[src/rtl/bus_arbiter8_pkg.sv]
// Shared constants and types for the eight-way round-robin bus arbiter.
package bus_arbiter8_pkg;

    localparam int NUM_REQ = 8;
    localparam int IDX_W   = 3;
    localparam int CNT_W   = 4;

    typedef enum logic {
        IDLE  = 1'b0,
        GRANT = 1'b1
    } state_t;

    function automatic logic [NUM_REQ-1:0] onehot8(input logic [IDX_W-1:0] idx);
        return NUM_REQ'(1) << idx;
    endfunction

endpackage

[src/rtl/bus_arbiter8_rr_pick8.sv]
// Rotated priority encoder: lowest set request at or above ptr, else lowest overall.
module rr_pick8
    import bus_arbiter8_pkg::*;
(
    input  logic [NUM_REQ-1:0] req,
    input  logic [IDX_W-1:0]   ptr,
    output logic [IDX_W-1:0]   idx,
    output logic               any
);

    logic [NUM_REQ-1:0] w_mask;
    logic [NUM_REQ-1:0] w_hi;

    assign w_mask = ~((NUM_REQ'(1) << ptr) - NUM_REQ'(1));
    assign w_hi   = req & w_mask;
    assign any    = |req;

    // Second pass over the masked vector overrides the plain pick whenever it finds a bit.
    always_comb begin
        idx = '0;
        for (int i = NUM_REQ - 1; i >= 0; i--) begin
            if (req[i]) idx = IDX_W'(i);
        end
        for (int i = NUM_REQ - 1; i >= 0; i--) begin
            if (w_hi[i]) idx = IDX_W'(i);
        end
    end

endmodule

[src/rtl/bus_arbiter8.sv]
// Round-robin arbiter granting bursts of up to MAX_BURST words and registering the selected word onto a shared bus.
module bus_arbiter8
    import bus_arbiter8_pkg::*;
#(
    parameter int WIDTH     = 16,
    parameter int MAX_BURST = 4
) (
    input  logic               clock,
    input  logic               reset_n,
    input  logic [NUM_REQ-1:0] req,
    input  logic [WIDTH-1:0]   in_a,
    input  logic [WIDTH-1:0]   in_b,
    input  logic [WIDTH-1:0]   in_c,
    input  logic [WIDTH-1:0]   in_d,
    input  logic [WIDTH-1:0]   in_e,
    input  logic [WIDTH-1:0]   in_f,
    input  logic [WIDTH-1:0]   in_g,
    input  logic [WIDTH-1:0]   in_h,
    output logic [NUM_REQ-1:0] gnt,
    output logic [IDX_W-1:0]   sel,
    output logic [WIDTH-1:0]   out,
    output logic               out_valid,
    output logic               busy
);

    state_t             r_state, w_state_nxt;
    logic [NUM_REQ-1:0] r_gnt, w_gnt_nxt;
    logic [IDX_W-1:0]   r_sel, w_sel_nxt;
    logic [IDX_W-1:0]   r_ptr, w_ptr_nxt;
    logic [CNT_W-1:0]   r_cnt, w_cnt_nxt;
    logic [WIDTH-1:0]   r_out, w_out_nxt;
    logic               r_vld, w_vld_nxt;

    logic [IDX_W-1:0]   w_pick_idx;
    logic               w_pick_any;
    logic [WIDTH-1:0]   w_mux;
    logic [CNT_W-1:0]   w_cnt_inc;

    rr_pick8 u_pick (
        .req (req),
        .ptr (r_ptr),
        .idx (w_pick_idx),
        .any (w_pick_any)
    );

    always_comb begin
        w_mux = '0;
        case (r_sel)
            3'd0: w_mux = in_a;
            3'd1: w_mux = in_b;
            3'd2: w_mux = in_c;
            3'd3: w_mux = in_d;
            3'd4: w_mux = in_e;
            3'd5: w_mux = in_f;
            3'd6: w_mux = in_g;
            3'd7: w_mux = in_h;
        endcase
    end

    assign w_cnt_inc = r_cnt + CNT_W'(1);

    always_comb begin
        w_state_nxt = r_state;
        w_gnt_nxt   = r_gnt;
        w_sel_nxt   = r_sel;
        w_ptr_nxt   = r_ptr;
        w_cnt_nxt   = r_cnt;
        w_out_nxt   = r_out;
        w_vld_nxt   = 1'b0;
        case (r_state)
            IDLE: begin
                w_gnt_nxt = '0;
                if (w_pick_any) begin
                    w_sel_nxt   = w_pick_idx;
                    w_gnt_nxt   = onehot8(w_pick_idx);
                    w_cnt_nxt   = '0;
                    w_state_nxt = GRANT;
                end
            end
            GRANT: begin
                if (req[r_sel]) begin
                    w_out_nxt = w_mux;
                    w_vld_nxt = 1'b1;
                    w_cnt_nxt = w_cnt_inc;
                    if (w_cnt_inc == CNT_W'(MAX_BURST)) begin
                        w_state_nxt = IDLE;
                        w_gnt_nxt   = '0;
                        w_ptr_nxt   = r_sel + IDX_W'(1);
                    end
                end else begin
                    // Early release: no transfer, bus word stays put.
                    w_state_nxt = IDLE;
                    w_gnt_nxt   = '0;
                    w_ptr_nxt   = r_sel + IDX_W'(1);
                end
            end
            default: w_state_nxt = IDLE;
        endcase
    end

    always_ff @(posedge clock or negedge reset_n) begin
        if (!reset_n) begin
            r_state <= IDLE;
            r_gnt   <= '0;
            r_sel   <= '0;
            r_ptr   <= '0;
            r_cnt   <= '0;
            r_out   <= '0;
            r_vld   <= 1'b0;
        end else begin
            r_state <= w_state_nxt;
            r_gnt   <= w_gnt_nxt;
            r_sel   <= w_sel_nxt;
            r_ptr   <= w_ptr_nxt;
            r_cnt   <= w_cnt_nxt;
            r_out   <= w_out_nxt;
            r_vld   <= w_vld_nxt;
        end
    end

    assign gnt       = r_gnt;
    assign sel       = r_sel;
    assign out       = r_out;
    assign out_valid = r_vld;
    assign busy      = (r_state == GRANT);

endmodule

[config.mk]
export PLATFORM = sky130hd
export DESIGN_NAME = bus_arbiter8
export DESIGN_NICKNAME = d
export VERILOG_FILES = /design/src/rtl/bus_arbiter8_pkg.sv /design/src/rtl/bus_arbiter8_rr_pick8.sv /design/src/rtl/bus_arbiter8.sv
export SDC_FILE = /design/constraint.sdc
export NUM_CORES = 1
export LEC_CHECK = 0
export ABC_AREA = 1
export ABC_CLOCK_PERIOD_IN_PS = 2300
export BUFFER_PORTS_ARGS = -buffer_cell sky130_fd_sc_hd__buf_2
export CORE_MARGIN = 2
export CORE_UTILIZATION = 35
export CTS_BUF_LIST = sky130_fd_sc_hd__clkbuf_4 sky130_fd_sc_hd__clkbuf_8 sky130_fd_sc_hd__clkbuf_16
export CTS_CLUSTER_DIAMETER = 50
export DETAILED_ROUTE_END_ITERATION = 8
export PLACE_DENSITY = 0.65
export SLEW_MARGIN = 20
export SYNTH_ARGS = -nofsm -noshare
export SYNTH_HDL_FRONTEND = slang
export SYNTH_HIERARCHICAL = 1
export SYNTH_SLANG_ARGS = --single-unit
[constraint.sdc]
create_clock -name clock -period 2.3 [get_ports clock]
set_clock_uncertainty 0.1 [all_clocks]
set_input_delay 0.46 -clock clock [delete_from_list [all_inputs] [get_ports clock]]
set_output_delay 0.46 -clock clock [all_outputs]
set_load 0.005 [all_outputs]
==> flow_summary.ini, run 1 <==
[synth]
synth.distinct_cells = 29
synth_seq_area_share_pct = 29.30
synth_nets = 654
syn_inst = 508
ys_ff_latch = 36
yosys_warnings = 6
synth.avg_cell_area_sq_um = 6.052
synth_area_sq_um = 3074

[clock_tree]
post_cts_buffers = 0
tritoncts = yes
ctsHoldBuffers = 0
cts_buffers = 5
cts_root_buf = clkbuf_8
insertion_delay_ps = 280
clkSinkCount = 36
cts_buffer_depth = 2
h-tree-depth = 2
ctsResizeCount = 0
cts.clk_slew.worst_paths_ps = 80

[setup_path]
worstPathRequired_ps = 2380
cp-start-kind = flop
path_max_fanout = 17
path_class = flop to flop
cp.arrival_ps = 2140
crit_path_end_kind = flop

[power]
fin_total_pwr_mw = 4.429
swShare_pct = 50.20
p_switching_mw = 2.223
clkPwrFrac_pct = 12.6
p_int_mw = 2.205
power_frac_seq_pct = 27.1
p_leak_nw = 2.481
peakVddDrop_mv = 0.6337
pwr-share-comb_pct = 60.3
power_density_nw_per_um2 = 1092

[detailed_routing]
remaining_drc_errors = 0
ant_nets = 0
wirelength_um = 11650
dr.pass1.iters = 6
drt_iter0_drc = 148
viasPerCell = 4.969
route.vias.total = 3851
wl_per_cell_um = 15.03

[status]
outcome = complete, no violations

[final_layout]
final_common_cell = nand2_1
final_area_sq_um = 4056
final_cell_mix = nand2_1, buf_2, inv_1
antenna_cells = 0
nets = 812
drive_above_1_share_pct = 30.43
syn_to_final_growth_pct = 31.95

[timing]
period_share_pct = 89.42
rsz0062_at_grt = false
hold_viol = 0
slew_headroom_pct = 42.87
fin_crit_ps = 2057
drv_slew = 0
hold_ws_ps = 184.2
fmax_mhz = 486.2
worst_pin_slew_ps = 857.0
setup_viol = 0
fin_ws_ps = 243.4
finalSetupTns_ps = 0

[floorplanning]
initial_utilization_pct = 35.60
num_rows = 34
die_area_sq_um = 9549
pin_count = 167
die_x_um = 97.72
core_sq_um = 8636
die_y_um = 97.72

[placed_design]
place_congestion = 0.8786
dp_slack_ps = 249.0
post-dp-hpwl_um = 9412
io_buffers = 166
post_dp_cell_area_sq_um = 3945

[global_route]
grt_pass1_vias = 3806
grt_pass1_wl_um = 18820
track_usage_pct = 24.05
grt-ovfl-total = 0
grt_max_degree = 37
antenna_found_initial = 0

[min_path]
hold_class = input pin to asynchronous set/reset pin

[flow_run]
cap_violations = 0
cell usage after synthesis, drive strengths merged:
| library cell | count | area share (%) |
|---|---|---|
| nand2 | 261 | 32 |
| inv | 49 | 6.0 |
| nand3 | 40 | 7.5 |
| nand4 | 40 | 8.1 |
| dfrtp | 36 | 29 |
| nor2 | 32 | 4.8 |
| buf | 19 | 4.4 |
| ha | 8 | 3.3 |
| o21ai | 6 | 1.1 |
| a21oi | 4 | 0.65 |
| clkbuf | 3 | 0.41 |
| nand3b | 3 | 0.73 |
| a31oi | 2 | 0.41 |
| and2 | 2 | 0.41 |
| a21boi | 1 | 0.24 |
| nor3 | 1 | 0.16 |
| o31ai | 1 | 0.24 |
power groups by stage:
stage | clock network [mW] | logic [mW] | registers [mW]
floorplan | 0 | 1.90 | 1.13
global placement | 0 | 2.64 | 1.21
detailed placement | 0 | 2.67 | 1.21
CTS | 0.577 | 2.68 | 1.20
global route | 0.593 | 3.02 | 1.24
finish | 0.558 | 2.67 | 1.20
per-layer routing:
metal / part of all wire (%) / track usage [%] / up-vias
li1: - / - / 1921
met1: 41 / 29.27 / 1756
met2: 50 / 44.03 / 154
met3: 6.9 / 4.388 / 20
met4: 2.3 / 5.556 / 0
met5: 0 / 0 / -
state kept, by name, indices dropped and copies added (netlist names):
signal and flops:
out 16, gnt 8, r_cnt 4, sel 3, out_valid 1, r_ptr 3, busy 1
cell families (layout without fill, tap and decap cells):
| family | after synthesis | in the layout | synth area share (%) |
|---|---|---|---|
| adder cells (fa/ha/maj) | 8 | 8 | 3.256 |
| AO/OA/AOI/OAI | 14 | 14 | 2.646 |
| AND/OR/NAND/NOR | 379 | 379 | 54.01 |
| buffers and inverters | 71 | 230 | 10.79 |
| flip-flops | 36 | 36 | 29.30 |
worst max-delay path: stages (launching register included):
cell     delay [ps]
dfrtp_1         500
inv_2           130
ha_1            250
nand2_4         180
inv_2           170
nand2_1          90
nand2_1          50
nor2_1          230
nand4_1         120
nand2_1          90
nand2_1          60
layout make-up:
| cell class | count | area, sq um |
|---|---|---|
| fillers | 970 | 4579 |
| multi-input cells | 401 | 1842 |
| flip-flops and latches | 36 | 900.9 |
| repair buffers | 173 | 883.3 |
| inverters | 49 | 183.9 |
| well taps | 108 | 135.1 |
| clock buffers | 5 | 68.82 |
| clock inverters | 3 | 42.54 |
worst paths after layout:
check | from | end | slack (ps) | depth (start not counted)
min in group clock | out[4] | out[4] | 390 | 2
max in group asynchronous | reset_n | r_cnt[2] | 1370 | 1
worst max-delay path | sel[0] | out[15] | 240 | 10
worst min register to register | out[4] | out[4] | 390 | 2
worst max register to register | sel[0] | out[15] | 240 | 10
worst min-delay path | reset_n | gnt[5] | 180 | 1
per-stage QoR:
| stage | utilization, % | instances |
|---|---|---|
| 3_3_place_gp | 45.68 | 767 |
| 4_1_cts | 46.97 | 775 |
| 2_1_floorplan | - | 508 |
| 6_report | 46.97 | 775 |
| 5_1_grt | 46.97 | 775 |
| 3_5_place_dp | 45.68 | 767 |
(Power assumes the default switching activity.)
==> run 2, diff against run 1 <==
--- a/config.mk
+++ b/config.mk
@@ -13,9 +13,8 @@
 export CTS_BUF_LIST = sky130_fd_sc_hd__clkbuf_4 sky130_fd_sc_hd__clkbuf_8 sky130_fd_sc_hd__clkbuf_16
 export CTS_CLUSTER_DIAMETER = 50
 export DETAILED_ROUTE_END_ITERATION = 8
-export PLACE_DENSITY = 0.65
+export PLACE_DENSITY = 0.66
 export SLEW_MARGIN = 20
 export SYNTH_ARGS = -nofsm -noshare
 export SYNTH_HDL_FRONTEND = slang
-export SYNTH_HIERARCHICAL = 1
 export SYNTH_SLANG_ARGS = --single-unit
==> flow_summary.ini, run 2 <==
[status]
outcome = complete, no violations

[power]
p_leak_nw = 2.237
peakVddDrop_mv = 0.6086
fin_total_pwr_mw = 4.734
power_density_nw_per_um2 = 1212

[synth]
post-synth-top-area-cell = dfrtp_1
synth.distinct_cells = 30
syn_inst = 431
synth_commonest_cells = nand2_1, nand3_1, inv_1, dfrtp_1, nor2_1
async_flop_share_pct = 100.0
synth_edf_count = 0
synth.most_common_cell = nand2_1
synth_ff_type = dfrtp_1
synth_seq_area_share_pct = 31.02
synth.avg_cell_area_sq_um = 6.738
yosys-top-cells-area = dfrtp_1, nand2_1, nand3_1
synth_area_sq_um = 2904
ys_ff_latch = 36
yosys_warnings = 0
synth_top_area_share_pct = 31.02
synth_nets = 577

[setup_path]
path_max_fanout = 20
cp.arrival_ps = 2190
cp-start-kind = flop
worstPathRequired_ps = 2430
crit_path_end_kind = flop
path_class = flop to flop

[clock_tree]
cts_buffers = 5
h-tree-depth = 2
insertion_delay_ps = 280
clkSinkCount = 36
cts.clk_slew.worst_paths_ps = 70
cts_buffer_depth = 2
post_cts_buffers = 0
cts_root_buf = clkbuf_8
tritoncts = yes

[floorplanning]
pin_count = 167
die_y_um = 95.09
die_x_um = 95.09
initial_utilization_pct = 35.70
num_rows = 33
core_sq_um = 8134
die_area_sq_um = 9042

[detailed_routing]
wl_per_cell_um = 15.39
drt_iter0_drc = 178
viasPerCell = 5.123
route.vias.total = 3571
ant_nets = 0
remaining_drc_errors = 0
wirelength_um = 10720
dr.pass1.iters = 4

[timing]
hold_viol = 0
fmax_mhz = 484.1
finalSetupTns_ps = 0
drv_slew = 0
fin_crit_ps = 2066
period_share_pct = 89.81
slew_headroom_pct = 46.53
rsz0062_at_grt = false
setup_viol = 0
worst_pin_slew_ps = 802.0

[placed_design]
place_congestion = 0.8678
post-dp-hpwl_um = 8743
io_buffers = 166

[global_route]
grt-ovfl-total = 0
grt_pass1_vias = 3482
grt_pass1_wl_um = 16430
antenna_found_initial = 2
grt_max_degree = 43
track_usage_pct = 23.88

[final_layout]
drive_above_1_share_pct = 35.08
fin_util_pct = 48.02
final_cell_mix = buf_2, nand2_1, nand3_1
fillers = 852
largest_register_ffs = 16
final_common_cell = buf_2
syn_to_final_growth_pct = 34.51
nets = 735

[min_path]
hold_class = input pin to asynchronous set/reset pin

[flow_run]
cap_violations = 0
run 2: changes by cell type after synthesis, moves of 6 or more:
cell,delta
buf_4,-6
nand4_1,-40
o21ai_0,+17
a32o_1,+11
nand3_1,+32
a31oi_1,+9
nand2_1,-113
run 2: what timing repair did:
action                                  CTS  global route
hold buffers                              0             0
gates resized for setup                   0             3
hold endpoints to repair                  0             0
endpoints found under the setup margin    0            16
run 2: critical path, stage by stage (launching register included):
cell and delay [ps]:
dfrtp_1 460, inv_1 160, ha_1 430, buf_4 330
nand3_1 130, o2111ai_1 170, o21ai_0 140, nand2_1 70
run 2: worst paths after layout:
kind | slack [ps] | cells after the start | startpoint | endpoint
max | 230 | 7 | sel[1] | out[13]
max reg2reg | 230 | 7 | sel[1] | out[13]
min reg2reg | 380 | 2 | gnt[2] | gnt[2]
max in group asynchronous | 1430 | 1 | reset_n | r_ptr[1]
min | 160 | 1 | reset_n | gnt[1]
min in group clock | 380 | 2 | gnt[2] | gnt[2]
run 2: logic make-up after synthesis:
group,after synthesis,synth area share (%)
buf+inv,67,10.90
fa+ha+maj,8,3.447
xor+xnor,2,0.6033
flops,36,31.02
simple gates,248,36.71
compound gates,70,17.32
run 2: where the power goes:
group          total, mW  internal (mW)  switching (mW)
Clock              0.559          0.334           0.226
Sequential          1.16          0.929           0.227
Combinational       3.02           1.09            1.93
Total               4.73           2.35            2.38
run 2: stage by stage:
stage	area, sq um	std cells	hold WS [ps]	setup WS [ps]
after floorplan	2904	431	64.41	284.4
after global placement	3782	687	363.6	212.1
after detailed placement	3782	687	363.4	131.6
after CTS	3894	695	185.5	120.9
after global routing	3901	695	218.7	77.23
final	3906	697	162.4	234.3
run 2: area by class of cell:
| class | count | area, sq um | area share (%) |
|---|---|---|---|
| Antenna cell | 2 | 5.005 | 0.1281 |
| Clock buffer | 6 | 76.32 | 1.954 |
| Clock inverter | 2 | 35.03 | 0.8969 |
| Inverter | 42 | 160.2 | 4.100 |
| Multi-Input combinational cell | 328 | 1692 | 43.31 |
| Sequential cell | 36 | 900.9 | 23.06 |
| Tap cell | 105 | 131.4 | 3.363 |
| Timing Repair Buffer | 176 | 905.9 | 23.19 |
run 2: routing by layer:
layer	vias up	wire [um]	GRT usage, %
met2	153	5371	44.48
met4	0	274	8.575
met5	-	0	0
li1	1753	-	-
met3	16	1008	5.692
met1	1649	4069	26.15
